===== src/rtl/ysyx_25040109_lsu_pkg.sv =====
// Shared definitions for the multi-cycle load/store unit.
//   - RISC-V funct3 encodings for loads and stores
//   - FSM state encoding (2 bits)
//   - helpers for strobe width, lane-offset width, size masks and
//     the illegal-funct3 rule (which depends on XLEN)
package ysyx_25040109_lsu_pkg;

    localparam logic [2:0] F3_LB  = 3'b000;
    localparam logic [2:0] F3_LH  = 3'b001;
    localparam logic [2:0] F3_LW  = 3'b010;
    localparam logic [2:0] F3_LD  = 3'b011;
    localparam logic [2:0] F3_LBU = 3'b100;
    localparam logic [2:0] F3_LHU = 3'b101;
    localparam logic [2:0] F3_LWU = 3'b110;

    localparam logic [2:0] F3_SB  = 3'b000;
    localparam logic [2:0] F3_SH  = 3'b001;
    localparam logic [2:0] F3_SW  = 3'b010;
    localparam logic [2:0] F3_SD  = 3'b011;

    typedef enum logic [1:0] {
        ST_IDLE = 2'd0,
        ST_REQ  = 2'd1,
        ST_WAIT = 2'd2,
        ST_RESP = 2'd3
    } lsu_state_t;

    function automatic int lsu_strb_w(input int xlen);
        return xlen / 8;
    endfunction

    function automatic int lsu_off_w(input int xlen);
        return $clog2(xlen / 8);
    endfunction

    // Low address bits that must be zero for a naturally aligned access.
    function automatic logic [2:0] lsu_size_mask(input logic [1:0] size);
        case (size)
            2'd0:    return 3'b000;
            2'd1:    return 3'b001;
            2'd2:    return 3'b011;
            default: return 3'b111;
        endcase
    endfunction

    // Doubleword and LWU only exist on RV64; 111 is never legal.
    function automatic logic lsu_f3_illegal(input logic [2:0] funct3, input int xlen);
        if (xlen == 64)
            return funct3 == 3'b111;
        return (funct3 == F3_LD) || (funct3 == F3_LWU) || (funct3 == 3'b111);
    endfunction

endpackage


===== src/rtl/ysyx_25040109_lsu_align.sv =====
// Combinational lane alignment for the LSU.
//   Write side: byte strobes from size/offset and store data shifted
//               into its byte lanes.
//   Read side : bus word shifted down by the lane offset, then
//               sign/zero-extended according to funct3.
// Ports:
//   wr_size  [1:0]    access size (funct3[1:0])
//   wr_off   OFF_W    byte lane offset of the access
//   wr_wdata XLEN     LSB-justified store data
//   wr_strb  STRB_W   byte strobes
//   wr_data  XLEN     lane-shifted store data
//   rd_funct3 [2:0]   captured load funct3
//   rd_off   OFF_W    captured lane offset
//   rd_rdata XLEN     full-width bus read word
//   rd_data  XLEN     extended load result
module ysyx_25040109_lsu_align
    import ysyx_25040109_lsu_pkg::*;
#(
    parameter  int XLEN   = 32,
    localparam int STRB_W = lsu_strb_w(XLEN),
    localparam int OFF_W  = lsu_off_w(XLEN)
) (
    input  logic [1:0]        wr_size,
    input  logic [OFF_W-1:0]  wr_off,
    input  logic [XLEN-1:0]   wr_wdata,
    output logic [STRB_W-1:0] wr_strb,
    output logic [XLEN-1:0]   wr_data,
    input  logic [2:0]        rd_funct3,
    input  logic [OFF_W-1:0]  rd_off,
    input  logic [XLEN-1:0]   rd_rdata,
    output logic [XLEN-1:0]   rd_data
);

    logic [STRB_W-1:0] strb_base;
    logic [XLEN-1:0]   shifted;

    always_comb begin
        strb_base = '0;
        case (wr_size)
            2'd0:    strb_base = STRB_W'(1);
            2'd1:    strb_base = STRB_W'(3);
            2'd2:    strb_base = STRB_W'(15);
            default: strb_base = '1;
        endcase
        wr_strb = strb_base << wr_off;
        wr_data = wr_wdata << {wr_off, 3'b000};
    end

    always_comb begin
        shifted = rd_rdata >> {rd_off, 3'b000};
        case (rd_funct3)
            F3_LB:   rd_data = XLEN'(signed'(shifted[7:0]));
            F3_LH:   rd_data = XLEN'(signed'(shifted[15:0]));
            F3_LW:   rd_data = XLEN'(signed'(shifted[31:0]));
            F3_LBU:  rd_data = XLEN'(shifted[7:0]);
            F3_LHU:  rd_data = XLEN'(shifted[15:0]);
            F3_LWU:  rd_data = XLEN'(shifted[31:0]);
            default: rd_data = shifted;
        endcase
    end

endmodule


===== src/rtl/ysyx_25040109_lsu_mc.sv =====
// Multi-cycle handshaked load/store unit between EXU and the data bus.
// One access outstanding; request -> one bus transaction -> result to WBU.
//
// Configuration macro: YSYX_25040109_LSU_MISALIGN_CHK_EN
//   defined   : misaligned accesses complete immediately with rsp_err=1
//   undefined : lane offset is forced down to natural alignment
//
// Ports:
//   clk, rst                 clock, async active-high reset
//   req_valid/req_ready      EXU request handshake
//   req_addr/wdata/funct3/is_store   request payload
//   mem_req_valid/ready      bus request handshake
//   mem_req_addr/wen/wstrb/wdata     bus request payload (word aligned)
//   mem_rsp_valid/rdata/err  bus response (always accepted in WAIT)
//   rsp_valid/ready          WBU result handshake
//   rsp_data/rsp_err         extended load data (0 for stores) and error
//
// state | meaning
// ------+-----------------------------------------------
// IDLE  | ready for a new access
// REQ   | bus request presented, waiting for mem_req_ready
// WAIT  | waiting for mem_rsp_valid
// RESP  | result held for WBU until rsp_ready
module ysyx_25040109_lsu_mc
    import ysyx_25040109_lsu_pkg::*;
#(
    parameter int XLEN   = 32,
    parameter int ADDR_W = 32
) (
    input  logic                clk,
    input  logic                rst,
    input  logic                req_valid,
    output logic                req_ready,
    input  logic [ADDR_W-1:0]   req_addr,
    input  logic [XLEN-1:0]     req_wdata,
    input  logic [2:0]          req_funct3,
    input  logic                req_is_store,
    output logic                mem_req_valid,
    input  logic                mem_req_ready,
    output logic [ADDR_W-1:0]   mem_req_addr,
    output logic                mem_req_wen,
    output logic [XLEN/8-1:0]   mem_req_wstrb,
    output logic [XLEN-1:0]     mem_req_wdata,
    input  logic                mem_rsp_valid,
    input  logic [XLEN-1:0]     mem_rsp_rdata,
    input  logic                mem_rsp_err,
    output logic                rsp_valid,
    input  logic                rsp_ready,
    output logic [XLEN-1:0]     rsp_data,
    output logic                rsp_err
);

    localparam int OFF_W = lsu_off_w(XLEN);

    lsu_state_t state, state_nxt;

    logic [2:0]          funct3_q;
    logic [OFF_W-1:0]    off_q;
    logic                store_q;

    logic                accept;
    logic [OFF_W-1:0]    off_raw;
    logic [OFF_W-1:0]    size_mask;
    logic [OFF_W-1:0]    off_eff;
    logic                access_bad;
    logic [XLEN/8-1:0]   wr_strb;
    logic [XLEN-1:0]     wr_data;
    logic [XLEN-1:0]     rd_data;

    assign accept    = req_valid && req_ready;
    assign off_raw   = req_addr[OFF_W-1:0];
    assign size_mask = OFF_W'(lsu_size_mask(req_funct3[1:0]));

`ifdef YSYX_25040109_LSU_MISALIGN_CHK_EN
    assign off_eff    = off_raw;
    assign access_bad = lsu_f3_illegal(req_funct3, XLEN) || (|(off_raw & size_mask));
`else
    // Drop the sub-size offset bits so the access lands on its natural boundary.
    assign off_eff    = off_raw & ~size_mask;
    assign access_bad = lsu_f3_illegal(req_funct3, XLEN);
`endif

    ysyx_25040109_lsu_align #(
        .XLEN (XLEN)
    ) u_align (
        .wr_size   (req_funct3[1:0]),
        .wr_off    (off_eff),
        .wr_wdata  (req_wdata),
        .wr_strb   (wr_strb),
        .wr_data   (wr_data),
        .rd_funct3 (funct3_q),
        .rd_off    (off_q),
        .rd_rdata  (mem_rsp_rdata),
        .rd_data   (rd_data)
    );

    always_ff @(posedge clk or posedge rst) begin
        if (rst)
            state <= ST_IDLE;
        else
            state <= state_nxt;
    end

    always_comb begin
        state_nxt = state;
        case (state)
            ST_IDLE: if (req_valid)     state_nxt = access_bad ? ST_RESP : ST_REQ;
            ST_REQ:  if (mem_req_ready) state_nxt = ST_WAIT;
            ST_WAIT: if (mem_rsp_valid) state_nxt = ST_RESP;
            ST_RESP: if (rsp_ready)     state_nxt = ST_IDLE;
            default:                    state_nxt = ST_IDLE;
        endcase
    end

    always_comb begin
        req_ready     = (state == ST_IDLE);
        mem_req_valid = (state == ST_REQ);
        mem_req_wen   = (state == ST_REQ) && store_q;
        rsp_valid     = (state == ST_RESP);
    end

    // Bus payload is built once at accept so it stays stable through REQ.
    always_ff @(posedge clk or posedge rst) begin
        if (rst) begin
            funct3_q      <= '0;
            off_q         <= '0;
            store_q       <= 1'b0;
            mem_req_addr  <= '0;
            mem_req_wstrb <= '0;
            mem_req_wdata <= '0;
            rsp_data      <= '0;
            rsp_err       <= 1'b0;
        end else if (accept) begin
            funct3_q      <= req_funct3;
            off_q         <= off_eff;
            store_q       <= req_is_store;
            mem_req_addr  <= {req_addr[ADDR_W-1:OFF_W], {OFF_W{1'b0}}};
            mem_req_wstrb <= wr_strb;
            mem_req_wdata <= req_is_store ? wr_data : '0;
            rsp_data      <= '0;
            rsp_err       <= access_bad;
        end else if (state == ST_WAIT && mem_rsp_valid) begin
            rsp_data      <= (mem_rsp_err || store_q) ? '0 : rd_data;
            rsp_err       <= mem_rsp_err;
        end
    end

endmodule


===== config.mk =====
export PLATFORM = sky130hd
export DESIGN_NAME = ysyx_25040109_lsu_mc
export DESIGN_NICKNAME = d
export VERILOG_FILES = /design/src/rtl/ysyx_25040109_lsu_pkg.sv /design/src/rtl/ysyx_25040109_lsu_align.sv /design/src/rtl/ysyx_25040109_lsu_mc.sv
export SDC_FILE = /design/constraint.sdc
export NUM_CORES = 1
export LEC_CHECK = 0
export BUFFER_PORTS_ARGS = -buffer_cell sky130_fd_sc_hd__buf_2
export CAP_MARGIN = 10
export CORE_ASPECT_RATIO = 1.75
export CORE_MARGIN = 8
export CORE_UTILIZATION = 35
export DETAILED_ROUTE_END_ITERATION = 7
export PLACE_DENSITY_LB_ADDON = 0.25
export SETUP_SLACK_MARGIN = 0.3
export SYNTH_ARGS = -nofsm -noshare
export SYNTH_HDL_FRONTEND = slang
export SYNTH_SLANG_ARGS = --single-unit

===== constraint.sdc =====
create_clock -name clk -period 5.1 [get_ports clk]
set_input_delay 1.275 -clock clk [delete_from_list [all_inputs] [get_ports clk]]
set_output_delay 1.275 -clock clk [all_outputs]
set_load 0.005 [all_outputs]

### Yosys cells after proc, flatten, opt, wreduce, memory -nomap -nowiden

Cells that the tools add are included.

| operators by class | value |
|---|---|
| add/subtract/negate cells | 0 |
| multiply operators | 0 |
| divide/modulo/power cells | 0 |
| $lt $le $gt $ge | 0 |
| eq/ne operators | 15 |
| shifts and indexed selects | 3 |
| muxes and demuxes | 15 |
| bitwise operators | 2 |
| reductions and logical operators | 11 |

Operators by type and width:

| operator | count |
|---|---|
| $mux W32 | 4 |
| $pmux W32 S4 | 1 |
| $shl A32 B5 Y32 | 1 |
| $shr A32 B5 Y32 | 1 |
| $eq A3 B3 Y1 const B | 4 |
| $mux W2 | 5 |
| $pmux W2 S4 | 1 |
| $pmux W4 S2 | 1 |
| $eq A2 B2 Y1 const B | 3 |
| $pmux W2 S3 | 1 |
| $eq A2 B1 Y1 const B | 2 |
| $logic_not A2 Y1 | 2 |
| $ne A2 B1 Y1 const B | 2 |
| $ne A2 B2 Y1 const B | 2 |
| $reduce_and A4 Y1 | 1 |
| $shl A4 B2 Y4 | 1 |
| $eq A3 B1 Y1 const B | 1 |
| $eq A3 B2 Y1 const B | 1 |
| $logic_and A1 B1 Y1 | 3 |
| $logic_not A3 Y1 | 1 |
| $logic_or A1 B1 Y1 | 3 |
| $and A2 B2 Y2 | 1 |
| $mux W1 | 2 |
| $not A2 Y2 | 1 |
| $reduce_bool A2 Y1 | 1 |

| storage, ports and cells | value |
|---|---|
| bits in registers | 107 |
| latch bits | 0 |
| bits in writable memories | 0 |
| memory bits (read-only) | 0 |
| bits of input ports | 107 |
| output and inout port bits | 105 |
| memories kept | 0 |

### Longest topological paths before layout

| logic depth | value |
|---|---|
| depth after elaboration | 6 |
| gate-level depth with buffers | 8 |
| mapped depth without buffers | 6 |

### Modules after synthesis

Synthesis repeated with hierarchy kept, for this count alone.

| second synthesis, totals | value |
|---|---|
| cell total of the unflattened synthesis | 652 |
| area, all modules | 5,696.7 um2 |

Modules (own cells, without submodules):

| module | times used | cells each | area an instance (um2) | sequential area each (um2) |
|---|---|---|---|---|
| ysyx_25040109_lsu_mc | 1 | 447 | 4,289.1 | 2,677.6 |
| ysyx_25040109_lsu_align | 1 | 205 | 1,407.6 | 0.0 |

### Worst setup path after synthesis

No wires, ideal clock.

| path | value |
|---|---|
| path kind | input port to flip-flop |
| start | in req_funct3[1] |
| end | reg mem_req_wdata[30] |
| library setup time | 0.121 ns |
| arrival time | 2.690 ns |
| required time | 4.979 ns |
| slack | 2.289 ns |
| stages on the path | 4 |
| buffers on the path | 1 |
| path through | buf_6 -> nor3b_2 -> mux4_1 -> a22o_1 |

| on the way | value |
|---|---|
| cells in the longest elaborated chain, start to end | 6 |
| elaborated cells on any way between the ends | 8 |

Ends and longest elaborated chain:

| element | RTL line | source |
|---|---|---|
| start, declared | ysyx_25040109_lsu_mc.sv:36 | `input logic [2:0] req_funct3,` |
| $eq A2 B2 Y1 (tied with other cells) | ysyx_25040109_lsu_pkg.sv:38 | `case (size)` |
| $pmux W2 S3 * | ysyx_25040109_lsu_pkg.sv:38 |  |
| $not A2 Y2 * | ysyx_25040109_lsu_mc.sv:79 | `assign off_eff = off_raw & ~size_mask;` |
| $and A2 B2 Y2 * | ysyx_25040109_lsu_mc.sv:79 |  |
| $shl A32 B5 Y32 * | ysyx_25040109_lsu_align.sv:46 | `wr_data = wr_wdata << {wr_off, 3'b000};` |
| $mux W32 * | ysyx_25040109_lsu_mc.sv:139 | `mem_req_wdata <= req_is_store ? wr_data : '0;` |
| end signal, assigned | ysyx_25040109_lsu_mc.sv:139 |  |
| end, declared | ysyx_25040109_lsu_mc.sv:43 | `output logic [XLEN-1:0] mem_req_wdata,` |

Every way passes the cells marked *; elsewhere a longest branch is shown, timed or not.
A chain may end at the register's enable or synchronous reset.

### Worst setup path after layout

| path | value |
|---|---|
| start | in mem_rsp_err |
| end | reg rsp_data[30] |

| on the way | value |
|---|---|
| cells in the longest elaborated chain, start to end | 4 |

Ends and longest elaborated chain:

| element | RTL line | source |
|---|---|---|
| start, declared | ysyx_25040109_lsu_mc.sv:46 | `input logic mem_rsp_err,` |
| $logic_or A1 B1 Y1 | ysyx_25040109_lsu_mc.sv:143 | `rsp_data <= (mem_rsp_err \|\| store_q) ? '0 : rd_data;` |
| $mux W32 | ysyx_25040109_lsu_mc.sv:143 |  |
| $mux W32 | ysyx_25040109_lsu_mc.sv:142 | `end else if (state == ST_WAIT && mem_rsp_valid) begin` |
| $mux W32 | ysyx_25040109_lsu_mc.sv:133 | `end else if (accept) begin` |
| end signal, assigned | ysyx_25040109_lsu_mc.sv:143 |  |
| end, declared | ysyx_25040109_lsu_mc.sv:49 | `output logic [XLEN-1:0] rsp_data,` |

Every way passes these cells. The select of a mux whose other input is x is not followed.

==> out/results.ini <==
[floorplanning]
start_util=0.357
die_area_mm2=0.0189
chipWidth_um=107
pin_count=212
core_mm2=0.0143
num_rows=58
die_h_um=176

[global_routing]
grt_pass1_vias=4760
grt_max_degree=48
grt_usage=0.171
grt_overflow=0
grt_pass1_wl_um=25200
antenna_found_initial=0

[pwr]
p_int_uw=2310
swShare=0.351
pwr-share-clk=0.192
power.leakage_uw=0.00334
p_per_area_mw_per_mm2=542
seqPwrFrac=0.404
vdd_drop_max_v=0.000201
p_sw_uw=1250
power_frac_comb=0.404

[sta]
max_slew_margin=0.195
setup_tns_ns=0
worstMarginPinSlew_ns=1.20
setup_violations=0
slew_violations=0
finClkSkew_ns=0.0106
post-route-min-period_ns=2.88
post-route-period-util=0.565
fmax_mhz=347
rsz0062_at_grt=no
hold_viol_final=0

[clocking]
max-clock-path-buffers=2
hold_buffers=0
post_cts_buffers=0
clkLatencyLatePin_ns=0.34
postCtsResizedCells=0
cts-buffers-inserted=9
htree_levels=3
clk_pin_slew_worst_paths_ns=0.07
root_buffer=clkbuf_16
cts_tree=done
clock-sinks=107

[drt]
wl_per_cell_um=19.4
drt-total-wl_um=16100
ant_nets=0
vias_per_cell=5.21
drtPass1Iterations=5
drc=0
dr.first_iter.drc_count=143
num_vias=4320

[final_layout]
final_cell_mix=buf_2, dfrtp_1, nand2_1
diodes=0
area_growth_syn_to_layout_pct=28.8
final_nets=757
utilization=0.460
final_common_cell=buf_2
layout-drive-gt1-share=0.447

[critical_path]
critical_path_required_ns=5.37
worst_setup_path_end_kind=flop
r2r-start=state[0]$_DFFE_PP0P_
crit_fanout=19
r2r-end=rsp_data[27]$_DFFE_PP0P_
crit_path_start_kind=primary input
cp.arrival_ns=3.15
crit_type=primary input to flop
ff2ff_setup_slack_ns=2.49
rr_worst_depth=6

[hold_path]
hold_path.class=flop to flop
worstHoldEndpoint=mem_req_wstrb[1]$_DFFE_PP0P_
min_path_cells=2
hold_start=mem_req_wstrb[1]$_DFFE_PP0P_

[yosys]
syn_area_per_cell_um2=11.4
ys_seq_area_frac=0.524
syn_area_mm2=0.00511
yosysUniqueCellTypes=36
synth_cells=448
ys_warn_count=0
ys_seq_elements=107

[status]
outcome=finished, final reports clean

[placed_design]
port-buffer-count=209
gp_congestion=0.811
dp_hpwl_um=12800

[flow_run]
drv_cap=0

cell usage after synthesis:
master | count | area, µm²
o211a_1 | 1 | 10.0
nor4b_4 | 1 | 23.8
o22ai_1 | 1 | 6.26
inv_1 | 9 | 33.8
and2_1 | 2 | 12.5
a21oi_1 | 27 | 135
buf_2 | 8 | 40.0
nor3b_2 | 2 | 25.0
nor2_2 | 1 | 6.26
mux2_2 | 42 | 473
mux2i_1 | 25 | 250
mux4_1 | 2 | 52.6
ha_1 | 5 | 62.6
nand3b_1 | 8 | 60.1
buf_6 | 2 | 22.5
nand2b_1 | 2 | 12.5
or3b_4 | 1 | 11.3
buf_4 | 3 | 22.5
nor3_1 | 2 | 10.0
a221oi_1 | 1 | 8.76
conb_1 | 1 | 3.75
or2_2 | 2 | 12.5
o31ai_1 | 1 | 7.51
dfrtp_1 | 107 | 2680
a22o_1 | 16 | 140
clkbuf_1 | 17 | 63.8
nor2b_1 | 2 | 12.5
o21ai_0 | 47 | 235
nand2_1 | 60 | 225
mux4_2 | 7 | 158
buf_1 | 2 | 7.51
a221o_1 | 16 | 160
and3_1 | 9 | 56.3
nand3_1 | 1 | 5.00
nand4_2 | 1 | 12.5
nor2_1 | 14 | 52.6
cell type report:
type / count / area, µm²
Tap cell: 180 / 225
Clock buffer: 11 / 233
Sequential cell: 107 / 2680
Multi-Input combinational cell: 301 / 2250
Inverter: 9 / 36.3
Clock inverter: 4 / 52.6
Fill cell: 1405 / 7720
Timing Repair Buffer: 217 / 1110
power by group through the flow:
| stage | Combinational [µW] | Clock, µW | Sequential, µW |
|---|---|---|---|
| 6_report | 1440 | 683 | 1440 |
| 5_1_grt | 1600 | 732 | 1490 |
| 4_1_cts | 1480 | 704 | 1440 |
| 3_5_place_dp | 1480 | 0 | 1450 |
| 3_3_place_gp | 1440 | 0 | 1440 |
| 2_1_floorplan | 796 | 0 | 1450 |
worst max-delay path by stage:
stage | from | endpoint | slack (ns) | cells after the start
floorplan | rst | funct3_q[0]$_DFFE_PP0P_ | 1.01 | 1
global placement | mem_rsp_err | rsp_data[25]$_DFFE_PP0P_ | 1.91 | 5
detailed placement | mem_rsp_err | rsp_data[30]$_DFFE_PP0P_ | 1.83 | 5
CTS | mem_rsp_err | rsp_data[30]$_DFFE_PP0P_ | 2.19 | 5
global route | req_valid | rsp_data[27]$_DFFE_PP0P_ | 2.06 | 5
finish | mem_rsp_err | rsp_data[30]$_DFFE_PP0P_ | 2.22 | 5
through the flow:
| stage | hold slack [ns] | worst slack [ns] | power (µW) | cell area, µm² | cells |
|---|---|---|---|---|---|
| floorplan | 0.462 | 1.01 | 2240 | 5110 | 449 |
| global placement | 0.465 | 1.91 | 2880 | 6290 | 814 |
| detailed placement | 0.465 | 1.83 | 2930 | 6290 | 814 |
| CTS | 0.481 | 2.19 | 3630 | 6580 | 829 |
| global route | 0.512 | 2.06 | 3820 | 6580 | 829 |
| finish | 0.469 | 2.22 | 3560 | 6580 | 829 |
metal layers:
layer / share of wire / up-vias / routed length, µm / track usage
met5: 0 / - / 0 / 0
met4: 0.028 / 0 / 458 / 0.0808
met3: 0.058 / 22 / 938 / 0.0363
met2: 0.57 / 161 / 9120 / 0.319
met1: 0.35 / 2133 / 5580 / 0.172
li1: - / 2004 / - / -
critical path, stage by stage:
cell and delay [ns]:
buf_2 0.10, nor2_1 0.11, nand4_2 0.44, nor3_1 0.94, a221o_1 0.28
flip-flops by register name (all words and copies together) (netlist names):
register	count
mem_req_addr	30
off_q	2
state	2
store_q	1
mem_req_wdata	32
rsp_data	32
mem_req_wstrb	4
funct3_q	3
rsp_err	1
logic make-up after synthesis:
kind of cell	Yosys count	synth area share
other cells	1	0.000734
simple gates	108	0.105
buf+inv	41	0.0372
fa+ha+maj	5	0.0122
compound gates	110	0.138
mux	76	0.183
flops	107	0.524
Note: power is estimated with default switching activity, not from simulation.
